[config.mk]
export PLATFORM = sky130hd
export DESIGN_NAME = regfile_seq
export DESIGN_NICKNAME = d
export VERILOG_FILES = /design/src/rtl/regfile_seq.sv
export SDC_FILE = /design/constraint.sdc
export NUM_CORES = 1
export LEC_CHECK = 0
export ABC_AREA = 1
export CAP_MARGIN = 25
export CORE_AREA = 5 5 134 136
export DETAILED_ROUTE_END_ITERATION = 10
export DIE_AREA = 0 0 139 141
export HOLD_SLACK_MARGIN = 0.08
export SLEW_MARGIN = 20
export SYNTH_ARGS = -nofsm -noshare
export SYNTH_HDL_FRONTEND = slang
export SYNTH_SLANG_ARGS = --single-unit
[constraint.sdc]
create_clock -name clk -period 2.8 [get_ports clk]
set_input_delay 0.7 -clock clk [delete_from_list [all_inputs] [get_ports clk]]
set_output_delay 0.7 -clock clk [all_outputs]
set_load 0.02 [all_outputs]
[src/rtl/regfile_seq.sv]
// Command sequencer for the 8x16 register file: reads up to two source
// operands through the single read port, then writes one 16-bit result back.
module regfile_seq (
  input  logic        clk,
  input  logic        reset,
  input  logic        cmd_valid,
  output logic        cmd_ready,
  input  logic [1:0]  cmd_op,
  input  logic [2:0]  cmd_rd,
  input  logic [2:0]  cmd_rs1,
  input  logic [2:0]  cmd_rs2,
  input  logic [15:0] cmd_imm,
  output logic [2:0]  readnum,
  input  logic [15:0] data_out,
  output logic [2:0]  writenum,
  output logic        write,
  output logic [15:0] data_in,
  output logic        done,
  output logic        zero,
  output logic [1:0]  dbg_state
);

  // Handshake: a command transfers on a rising edge where cmd_valid and
  // cmd_ready are both 1; cmd_ready is high only in IDLE, nothing is queued.
  typedef enum logic [1:0] {
    S_IDLE  = 2'd0,
    S_READA = 2'd1,
    S_READB = 2'd2,
    S_WRITE = 2'd3
  } state_t;

  localparam logic [1:0] OP_MOVI = 2'b00;
  localparam logic [1:0] OP_MOV  = 2'b01;
  localparam logic [1:0] OP_ADD  = 2'b10;

  state_t      r_state;
  logic [1:0]  r_op;
  logic [2:0]  r_rd;
  logic [2:0]  r_rs1;
  logic [2:0]  r_rs2;
  logic [15:0] r_imm;
  logic [15:0] r_a;
  logic [15:0] r_b;
  logic        r_done;
  logic        r_zero;
  logic [15:0] w_result;

  always_comb begin
    w_result = r_imm;
    case (r_op)
      OP_MOVI: w_result = r_imm;
      OP_MOV:  w_result = r_a;
      OP_ADD:  w_result = r_a + r_b;
      default: w_result = r_a & r_b;
    endcase
  end

  always_ff @(posedge clk or posedge reset) begin
    if (reset) begin
      r_state <= S_IDLE;
      r_op    <= 2'd0;
      r_rd    <= 3'd0;
      r_rs1   <= 3'd0;
      r_rs2   <= 3'd0;
      r_imm   <= 16'd0;
      r_a     <= 16'd0;
      r_b     <= 16'd0;
      r_done  <= 1'b0;
      r_zero  <= 1'b0;
    end else begin
      r_done <= 1'b0;
      case (r_state)
        S_IDLE: begin
          if (cmd_valid) begin
            r_op    <= cmd_op;
            r_rd    <= cmd_rd;
            r_rs1   <= cmd_rs1;
            r_rs2   <= cmd_rs2;
            r_imm   <= cmd_imm;
            r_state <= (cmd_op == OP_MOVI) ? S_WRITE : S_READA;
          end
        end
        S_READA: begin
          r_a     <= data_out;
          r_state <= (r_op == OP_MOV) ? S_WRITE : S_READB;
        end
        S_READB: begin
          r_b     <= data_out;
          r_state <= S_WRITE;
        end
        S_WRITE: begin
          r_zero  <= (w_result == 16'd0);
          r_done  <= 1'b1;
          r_state <= S_IDLE;
        end
        default: r_state <= S_IDLE;
      endcase
    end
  end

  // Port outputs decode the state register, so reset clears them at once.
  assign cmd_ready = (r_state == S_IDLE);
  assign readnum   = (r_state == S_READA) ? r_rs1 :
                     (r_state == S_READB) ? r_rs2 : 3'd0;
  assign write     = (r_state == S_WRITE);
  assign writenum  = (r_state == S_WRITE) ? r_rd : 3'd0;
  assign data_in   = (r_state == S_WRITE) ? w_result : 16'd0;
  assign done      = r_done;
  assign zero      = r_zero;
  assign dbg_state = r_state;

endmodule
==> qor.yml, run 1 <==
drive_gt1_share_pct: 35.5
num_rows: 48
gp_congestion: 0.888
max_stage_delay_ns: 0.38
clk_pin_slew_ns: 0.05
final_cell_mix: "nand2_1 (145), buf_4 (91), dfrtp_1 (63)"
setup_viol: 6
coreArea_mm2: 0.0168
hp-class: "flip-flop to flip-flop"
crit_required_ns: 2.10
drc_errors: 0
routed_wl_um: 12800
holdPathStages: 2
root_buffer: "clkbuf_16"
cts_buffer_depth: 2
grt_first_pass_wirelength_um: 20600
netlist_area_mm2: 0.00405
cellPowerDensity_mw_per_mm2: 1440
yosys_warnings: 0
num_vias: 4044
setup_ws_ns: -0.109
holdWs_ns: 0.485
dr.pass1.iters: 4
stdcell_count: 918
cp_top_family: "simple AND/OR/NAND/NOR gates"
r2r-start: "r_a[0]"
clk_latency_ns: 0.33
status: "finished, violations left"
worst-path-buf-inv: 1
numCtsBuffers: 9
first_iter_violations: 136
area_growth_syn_to_layout_pct: 56.0
worstPathMaxFanout: 3
io_pins: 74
track_usage_pct: 13.2
overflow: 0
hold_start: "zero"
fin_skew_ns: 0.00450
layout.nets: 757
die_w_um: 139
ant_nets: 0
period_share_pct: 104
layout_min_cycle_time_ns: 2.91
grt_pass1_vias: 4109
irDropWorstVdd_mv: 0.583
dieArea_mm2: 0.0196
start_util_pct: 24.1
vias_per_cell: 4.41
crit_top_cell: "nand2_2"
cts_num_sinks: 63
slew_headroom_pct: 64.4
fp.dieH_um: 141
timing.fmax_mhz: 344
num_antenna_cells: 0
ys_seq_area_share_pct: 39.0
rsz0062_at_grt: "yes"
maxCapViolations: 0
tightest_slew_ns: 0.534
wl_per_cell_um: 14.0
final_common_cell: "nand2_1"
syn_avg_cell_area_um2: 7.58
critPathKind: "flip-flop to output pin"
hold_end: "zero"
dpl.hpwl_um: 10100
portBuffers: 73
leakagePower_nw: 3.06
worstPathArrival_ns: 2.21
power_mw: 9.09
ys_types: 29
netlist_instances: 534
hold_viol: 0
critical-path-slowest-cell: "dfrtp_1"
end_kind: "output pin"
grt_antenna_before_repair: 0
timing.rr.end: "zero"
htreeDepth: 3
violations: "negative setup slack"
post-place-cells: 896
ys_ff_latch: 63
cts_tree: "built"
ff2ff_setup_slack_ns: 0.39
grt_max_degree: 31
path_cells: "ha_2 -> fa_2 -> nand2_2 -> nand2_2 -> nand3_2 -> nand2_2 -> nand3_2 -> nand2_1 -> nand2_1 -> nand3_1 -> nand2_1 -> nand2_2 -> nor2_2 -> buf_4"
timing.final.max_slew_violations: 0
rr_worst_depth: 17
startpoint_type: "flip-flop"
syn-num-nets: 601
-- area by class of cell --
| cell class | count | area (um2) |
|---|---|---|
| clock inverter | 1 | 5.00 |
| tap | 225 | 282 |
| timing repair buffer | 159 | 1370 |
| clock buffer | 13 | 260 |
| sequential | 63 | 1580 |
| fill | 1760 | 10500 |
| inverter | 63 | 238 |
| multi-input combinational | 394 | 2580 |
-- flip-flops by register name, summed over array words and instances, names as in the netlist --
signal,flops
r_rs1,3
r_rs2,3
done,1
r_op,2
zero,1
r_b,16
r_imm,16
dbg_state,2
r_a,16
r_rd,3
-- worst max path at each step --
stage	startpoint	end	cells past startpoint
after floorplan	r_a[0]	data_in[14]	13
after global placement	r_a[0]	data_in[14]	14
after detailed placement	r_a[0]	data_in[14]	14
after CTS	r_a[0]	data_in[12]	13
after global routing	r_a[0]	data_in[12]	13
final	r_a[0]	data_in[14]	14
-- Yosys cell counts --
| master | number | area (um2) |
|---|---|---|
| nand2_1 | 176 | 661 |
| dfrtp_1 | 63 | 1580 |
| inv_1 | 61 | 229 |
| nand3_1 | 50 | 250 |
| mux2_2 | 41 | 462 |
| nor2_1 | 40 | 150 |
| a21oi_1 | 27 | 135 |
| ha_1 | 20 | 250 |
| o21ai_0 | 16 | 80.1 |
| clkbuf_1 | 9 | 33.8 |
| nand4_1 | 5 | 31.3 |
| buf_2 | 3 | 15.0 |
| nand2_2 | 3 | 18.8 |
| or2_2 | 3 | 18.8 |
| and2_1 | 2 | 12.5 |
| o21ai_1 | 2 | 10.0 |
| a211oi_1 | 1 | 7.51 |
| a221oi_1 | 1 | 8.76 |
| a32oi_1 | 1 | 8.76 |
| buf_4 | 1 | 7.51 |
| buf_6 | 1 | 11.3 |
| clkinv_2 | 1 | 5.00 |
| fa_1 | 1 | 20.0 |
| inv_2 | 1 | 3.75 |
| nand3b_1 | 1 | 7.51 |
| nor2_2 | 1 | 6.26 |
| nor2_4 | 1 | 11.3 |
| nor3_1 | 1 | 5.00 |
| o311ai_0 | 1 | 8.76 |
-- per-layer routing --
layer	share of wire [%]	GRT usage, %	routed length, um
met5	0	0	0
met4	2.3	4.99	300
met3	3.4	2.20	438
met2	50	23.3	6370
met1	45	16.1	5720
-- timing repair --
item                                    4_1_cts  5_1_grt
resized for setup                           132       41
cloned                                        0        0
hold buffers                                  0        0
endpoints found under the setup margin       16       18
pin swaps                                    27        9
buffers inserted                              6        2
-- worst reg2reg max path, stage by stage (launching register included) --
cell     delay (ns)
dfrtp_1        0.38
ha_2           0.20
fa_2           0.36
buf_4          0.16
inv_1          0.04
nand2_1        0.04
nand3_1        0.07
nand3_1        0.07
nand2_1        0.09
buf_4          0.11
nand2_2        0.03
nor2_1         0.12
nand3_1        0.15
nor2_1         0.13
nand3_1        0.10
nor2_1         0.10
nand2_1        0.11
nand2_1        0.08
-- per-stage QoR --
stage / setup WS, ns / instance area, um2 / TNS, ns / utilization [%]
2_1_floorplan: 0.125 / 4050 / 0 / -
3_3_place_gp: -0.367 / 5590 / -2.88 / 33.2
3_5_place_dp: -0.369 / 5590 / -2.96 / 33.2
4_1_cts: -0.107 / 6190 / -0.414 / 36.8
5_1_grt: -0.215 / 6310 / -1.42 / 37.5
6_report: -0.109 / 6310 / -0.380 / 37.5
-- cell families (layout without fill, tap and decap cells) --
family / Yosys count / in the layout / synth area share [%]
AO/OA/AOI/OAI: 49 / 49 / 6.40
buffers and inverters: 77 / 236 / 7.55
flip-flops: 63 / 63 / 39.0
adder cells (fa/ha/maj): 21 / 21 / 6.68
multiplexers: 41 / 41 / 11.4
AND/OR/NAND/NOR: 283 / 283 / 29.0
-- report_power, final --
part / switching, mW / leakage [nW] / internal [mW]
sequential: 0.378 / 0.752 / 1.37
clock: 0.381 / 0.132 / 0.636
combinational: 3.32 / 2.18 / 3.00
total: 4.08 / 3.06 / 5.01
Note: power is estimated with default switching activity, not from simulation.
==> run 2, diff against run 1 <==
- CORE_AREA: 5 5 134 136 -> 5 5 96 98
- DIE_AREA: 0 0 139 141 -> 0 0 101 103
- PLACE_DENSITY: not set -> 0.76
- SKIP_LAST_GASP: not set -> 1
==> run 2 against run 1 <==
Effect of this change: the flow still finishes with violations (negative setup slack); core utilization is 35 points higher; die area is 47% lower; sequential power hardly changed; clock power hardly changed; critical path type unchanged; highest routed layer unchanged.
==> qor.yml, run 2 (synthesis gave the netlist of run 1 again) <==
io_pins: 74
cts_tree: "built"
cts_num_sinks: 63
wl_per_cell_um: 15.9
worstPathMaxFanout: 4
grt_pass1_vias: 4396
grt_first_pass_wirelength_um: 20600
crit_required_ns: 2.10
holdWs_ns: 0.489
final.setup.tns_ns: -0.695
clk_latency_ns: 0.34
largestRegisters: "r_a x16, r_b x16, r_imm x16"
num_rows: 34
vias_per_cell: 5.29
dp_slack_ns: -0.354
final_common_cell: "nand2_1"
r2r-start: "r_a[0]"
hold_end: "zero"
hp-class: "flip-flop to flip-flop"
switching_share_pct: 45.9
num_vias: 4192
tightest_slew_ns: 0.508
ff2ff_setup_slack_ns: 0.54
dr.pass1.iters: 5
pwr-share-comb_pct: 69.5
status: "finished, violations left"
rsz0062_at_grt: "yes"
violations: "negative setup slack"
cellPowerDensity_mw_per_mm2: 1500
clk_pin_slew_ns: 0.07
num_antenna_cells: 0
drive_gt1_share_pct: 34.9
p_int_mw: 4.92
period_share_pct: 106
critPathKind: "flip-flop to output pin"
setup_viol: 10
first_iter_violations: 323
final_cell_mix: "nand2_1 (144), buf_4 (82), dfrtp_1 (61)"
die_w_um: 101
end_kind: "output pin"
timing.final.max_slew_violations: 0
maxCapViolations: 0
post-place-cells: 767
start_util_pct: 48.3
hold_start: "zero"
power_mw: 9.09
layout_min_cycle_time_ns: 2.98
fp.dieH_um: 103
stdcell_area_mm2: 0.00606
cts_buffer_depth: 2
grt_max_degree: 64
track_usage_pct: 25.1
dpl.hpwl_um: 9060
stdcell_count: 793
startpoint_type: "flip-flop"
gp_congestion: 0.907
layout.nets: 747
dieArea_mm2: 0.0104
htreeDepth: 3
ant_nets: 0
hold_viol: 0
area_growth_syn_to_layout_pct: 49.8
coreArea_mm2: 0.00838
holdPathStages: 2
timing.rr.end: "zero"
utilization_pct: 72.3
timing.fmax_mhz: 336
irDropWorstVdd_mv: 0.864
fin_skew_ns: 0.00579
root_buffer: "clkbuf_8"
power_frac_seq_pct: 19.5
placed_area_mm2: 0.00535
numCtsBuffers: 9
grt_antenna_before_repair: 0
setup_ws_ns: -0.175
worstPathArrival_ns: 2.28
clkPwrFrac_pct: 11.1
rr_worst_depth: 17
portBuffers: 73
power.switching_mw: 4.17
drc_errors: 0
leakagePower_nw: 3.00
overflow: 0
slew_headroom_pct: 66.1
routed_wl_um: 12600
run 2: changes by cell type in the layout (fill, tap and decap cells not counted), moves of 3 or more:
cell / change
buf_4: -9
clkbuf_16: -9
clkbuf_8: +8
inv_2: -4
a21oi_1: +3
bufinv_16: +3
inv_1: +3
nand2_2: +3
nand3_1: -3
run 2: worst max-delay path by stage:
stage | slack, ns | endpoint | start | cells past startpoint
after CTS | -0.15 | data_in[12] | r_b[0] | 13
final | -0.18 | data_in[15] | r_b[6] | 12
after floorplan | 0.12 | data_in[14] | r_a[0] | 13
after global routing | -0.29 | data_in[14] | r_b[3] | 13
after global placement | -0.34 | data_in[8] | r_a[0] | 12
after detailed placement | -0.35 | data_in[14] | r_a[0] | 14
run 2: layout make-up:
class,instances,area [um2]
multi-input combinational,394,2560
fill,609,2320
sequential,63,1580
timing repair buffer,149,1290
inverter,63,240
clock buffer,10,138
tap,108,135
clock inverter,6,115
run 2: power by group through the flow:
stage | registers [mW] | logic [mW] | clock network (mW)
finish | 1.77 | 6.32 | 1.01
global route | 1.82 | 6.88 | 1.06
CTS | 1.76 | 5.94 | 1.02
detailed placement | 1.69 | 5.20 | 0
global placement | 1.66 | 5.09 | 0
floorplan | 1.62 | 3.12 | 0
run 2: layer usage:
metal / wire length (um) / up-vias / global-route usage [%]
li1: - / 2015 / -
met1: 5130 / 2006 / 30.5
met2: 6540 / 152 / 44.9
met3: 725 / 19 / 4.19
met4: 240 / 0 / 9.10
met5: 0 / - / 0
run 2: timing repair:
action                                  CTS  global route
hold buffers                              0             0
setup buffers                             7             3
endpoints found under the setup margin   16            18
gates cloned                              0             0
resized for setup                       137            35
pin swaps                                20            12
run 2: worst max-delay path, stage by stage, from the launching register on:
cell	delay, ns
dfrtp_1	0.42
ha_4	0.28
nand2_1	0.09
nand2_2	0.10
a21oi_2	0.14
nand2_1	0.11
nand3_1	0.13
nand2_1	0.08
nand2_1	0.07
nand3_1	0.08
a21oi_2	0.15
and2_1	0.15
buf_4	0.14
==> run 3, diff against run 2 <==
- clock period: 2.8 -> 3.4 ns (I/O delays scaled with it)
==> run 3 against run 2 <==
Effect of this change: the run now ends clean; critical path depth grew 1; via count shrank 7.0%; cell area shrank 14%; count of clock-buffer cells in the layout shrank 1; final cell count shrank 6.9%; total power shrank 34%; sequential power shrank 20%; non-clock buffer count shrank 55; first-iteration DRC count grew 25%; largest power group unchanged.
==> qor.yml, run 3 (synthesis gave the netlist of run 1 again) <==
overflow: 0
layout.nets: 692
routed_wl_um: 11700
final_cell_mix: "nand2_1 (175), dfrtp_1 (62), inv_1 (60)"
hold_viol: 0
path_cells: "ha_1 -> fa_2 -> buf_4 -> nand3_1 -> nand2_1 -> nand3_1 -> nand3_1 -> nand2_1 -> nand3_1 -> nand2_1 -> nand2_1 -> nor2_1 -> clkbuf_2"
status: "finished, final reports clean"
setup_ws_ns: 0.115
grt_first_pass_wirelength_um: 18800
cts_num_sinks: 63
setup_viol: 0
dp_slack_ns: 0.0669
numCtsBuffers: 9
timing.final.max_slew_violations: 0
final.setup.tns_ns: 0
io_pins: 74
die_w_um: 101
area_growth_syn_to_layout_pct: 29.2
critPathKind: "flip-flop to output pin"
fin_skew_ns: 0.0128
rsz0062_at_grt: "yes"
cts_tree: "built"
end_kind: "output pin"
holdWs_ns: 0.489
start_util_pct: 48.3
grt_antenna_before_repair: 0
first_iter_violations: 404
grt_max_degree: 40
dr.pass1.iters: 6
dieArea_mm2: 0.0104
drive_gt1_share_pct: 16.7
dpl.hpwl_um: 8950
grt_pass1_vias: 3883
htreeDepth: 3
vias_per_cell: 5.28
crit_required_ns: 2.55
final_common_cell: "nand2_1"
ant_nets: 0
coreArea_mm2: 0.00838
num_vias: 3899
utilization_pct: 62.4
slew_headroom_pct: 62.3
max_stage_delay_ns: 0.41
layout_min_cycle_time_ns: 3.29
track_usage_pct: 23.2
timing.fmax_mhz: 304
startpoint_type: "flip-flop"
num_rows: 34
hp-class: "flip-flop to flip-flop"
post-place-cells: 721
num_antenna_cells: 0
period_share_pct: 96.6
holdPathStages: 2
tightest_slew_ns: 0.564
rr_worst_depth: 16
wl_per_cell_um: 15.8
gp_congestion: 0.986
largestRegisters: "r_a x16, r_b x16, r_imm x16"
leakagePower_nw: 2.66
maxCapViolations: 0
clk_pin_slew_ns: 0.09
drc_errors: 0
worstPathMaxFanout: 3
root_buffer: "clkbuf_8"
fp.dieH_um: 103
worstPathArrival_ns: 2.44
irDropWorstVdd_mv: 0.667
critical-path-slowest-cell: "dfrtp_1"
portBuffers: 73
stdcell_count: 738
cts_buffer_depth: 2
clk_latency_ns: 0.35
ctsHoldBuffers: 0
cellPowerDensity_mw_per_mm2: 1140
==> run 3: cell count changes in the layout (fill, tap and decap cells not counted), sizes merged <==
cell | before | now
buf | 91 | 22
clkbuf | 10 | 16
clkdlybuf4s50 | 54 | 59
clkdlybuf4s15 | 0 | 2
inv | 63 | 65
bufinv | 3 | 2
clkinv | 2 | 3
clkinvlp | 1 | 0
dlygate4sd2 | 1 | 2
dlymetal6s2s | 3 | 2
==> run 3: worst paths after layout <==
path / startpoint / end / slack (ns)
max: r_a[0] / data_in[12] / 0.11
min: zero / zero / 0.49
max reg2reg: r_a[0] / zero / 1.20
min reg2reg: zero / zero / 0.49
max in group asynchronous: reset / r_b[6] / 1.92
min in group asynchronous: reset / r_rd[0] / 0.88
==> run 3: timing repair <==
| item | 4_1_cts | 5_1_grt |
|---|---|---|
| hold endpoints to repair | 0 | 0 |
| buffers inserted | 0 | 1 |
| resized for setup | 16 | 26 |
| setup endpoints to repair | 13 | 13 |
==> run 3: worst max-delay path: cells and delay by family (launching register included) <==
| kind | cells | cell delay (ns) |
|---|---|---|
| simple gates | 9 | 0.75 |
| buf+inv | 2 | 0.34 |
| fa+ha+maj | 2 | 0.58 |
| flops | 1 | 0.41 |
==> run 3: routing by layer <==
metal / vias up / wire [um] / share of wire, % / global-route usage (%)
li1: 1901 / - / - / -
met1: 1840 / 4950 / 42 / 30.5
met2: 140 / 5840 / 50 / 40.3
met3: 18 / 684 / 5.9 / 3.45
met4: 0 / 189 / 1.6 / 6.13
met5: - / 0 / 0 / 0
==> run 3: area by class of cell <==
type,count,area [um2]
clock buffer,9,124
clock inverter,7,104
fill,740,3150
inverter,63,238
multi-input combinational,394,2180
sequential,63,1580
tap,108,135
timing repair buffer,94,866
==> run 3: through the flow <==
step / power [mW] / instance area [um2]
2_1_floorplan: 3.91 / 4050
3_3_place_gp: 5.08 / 5010
3_5_place_dp: 5.16 / 5010
4_1_cts: 5.90 / 5220
5_1_grt: 6.48 / 5230
6_report: 5.98 / 5230
==> run 3: power by group <==
part	switching, mW	leakage (nW)	internal (mW)
Combinational	2.28	1.80	1.53
Clock	0.332	0.115	0.423
Sequential	0.284	0.752	1.13
Total	2.90	2.66	3.08
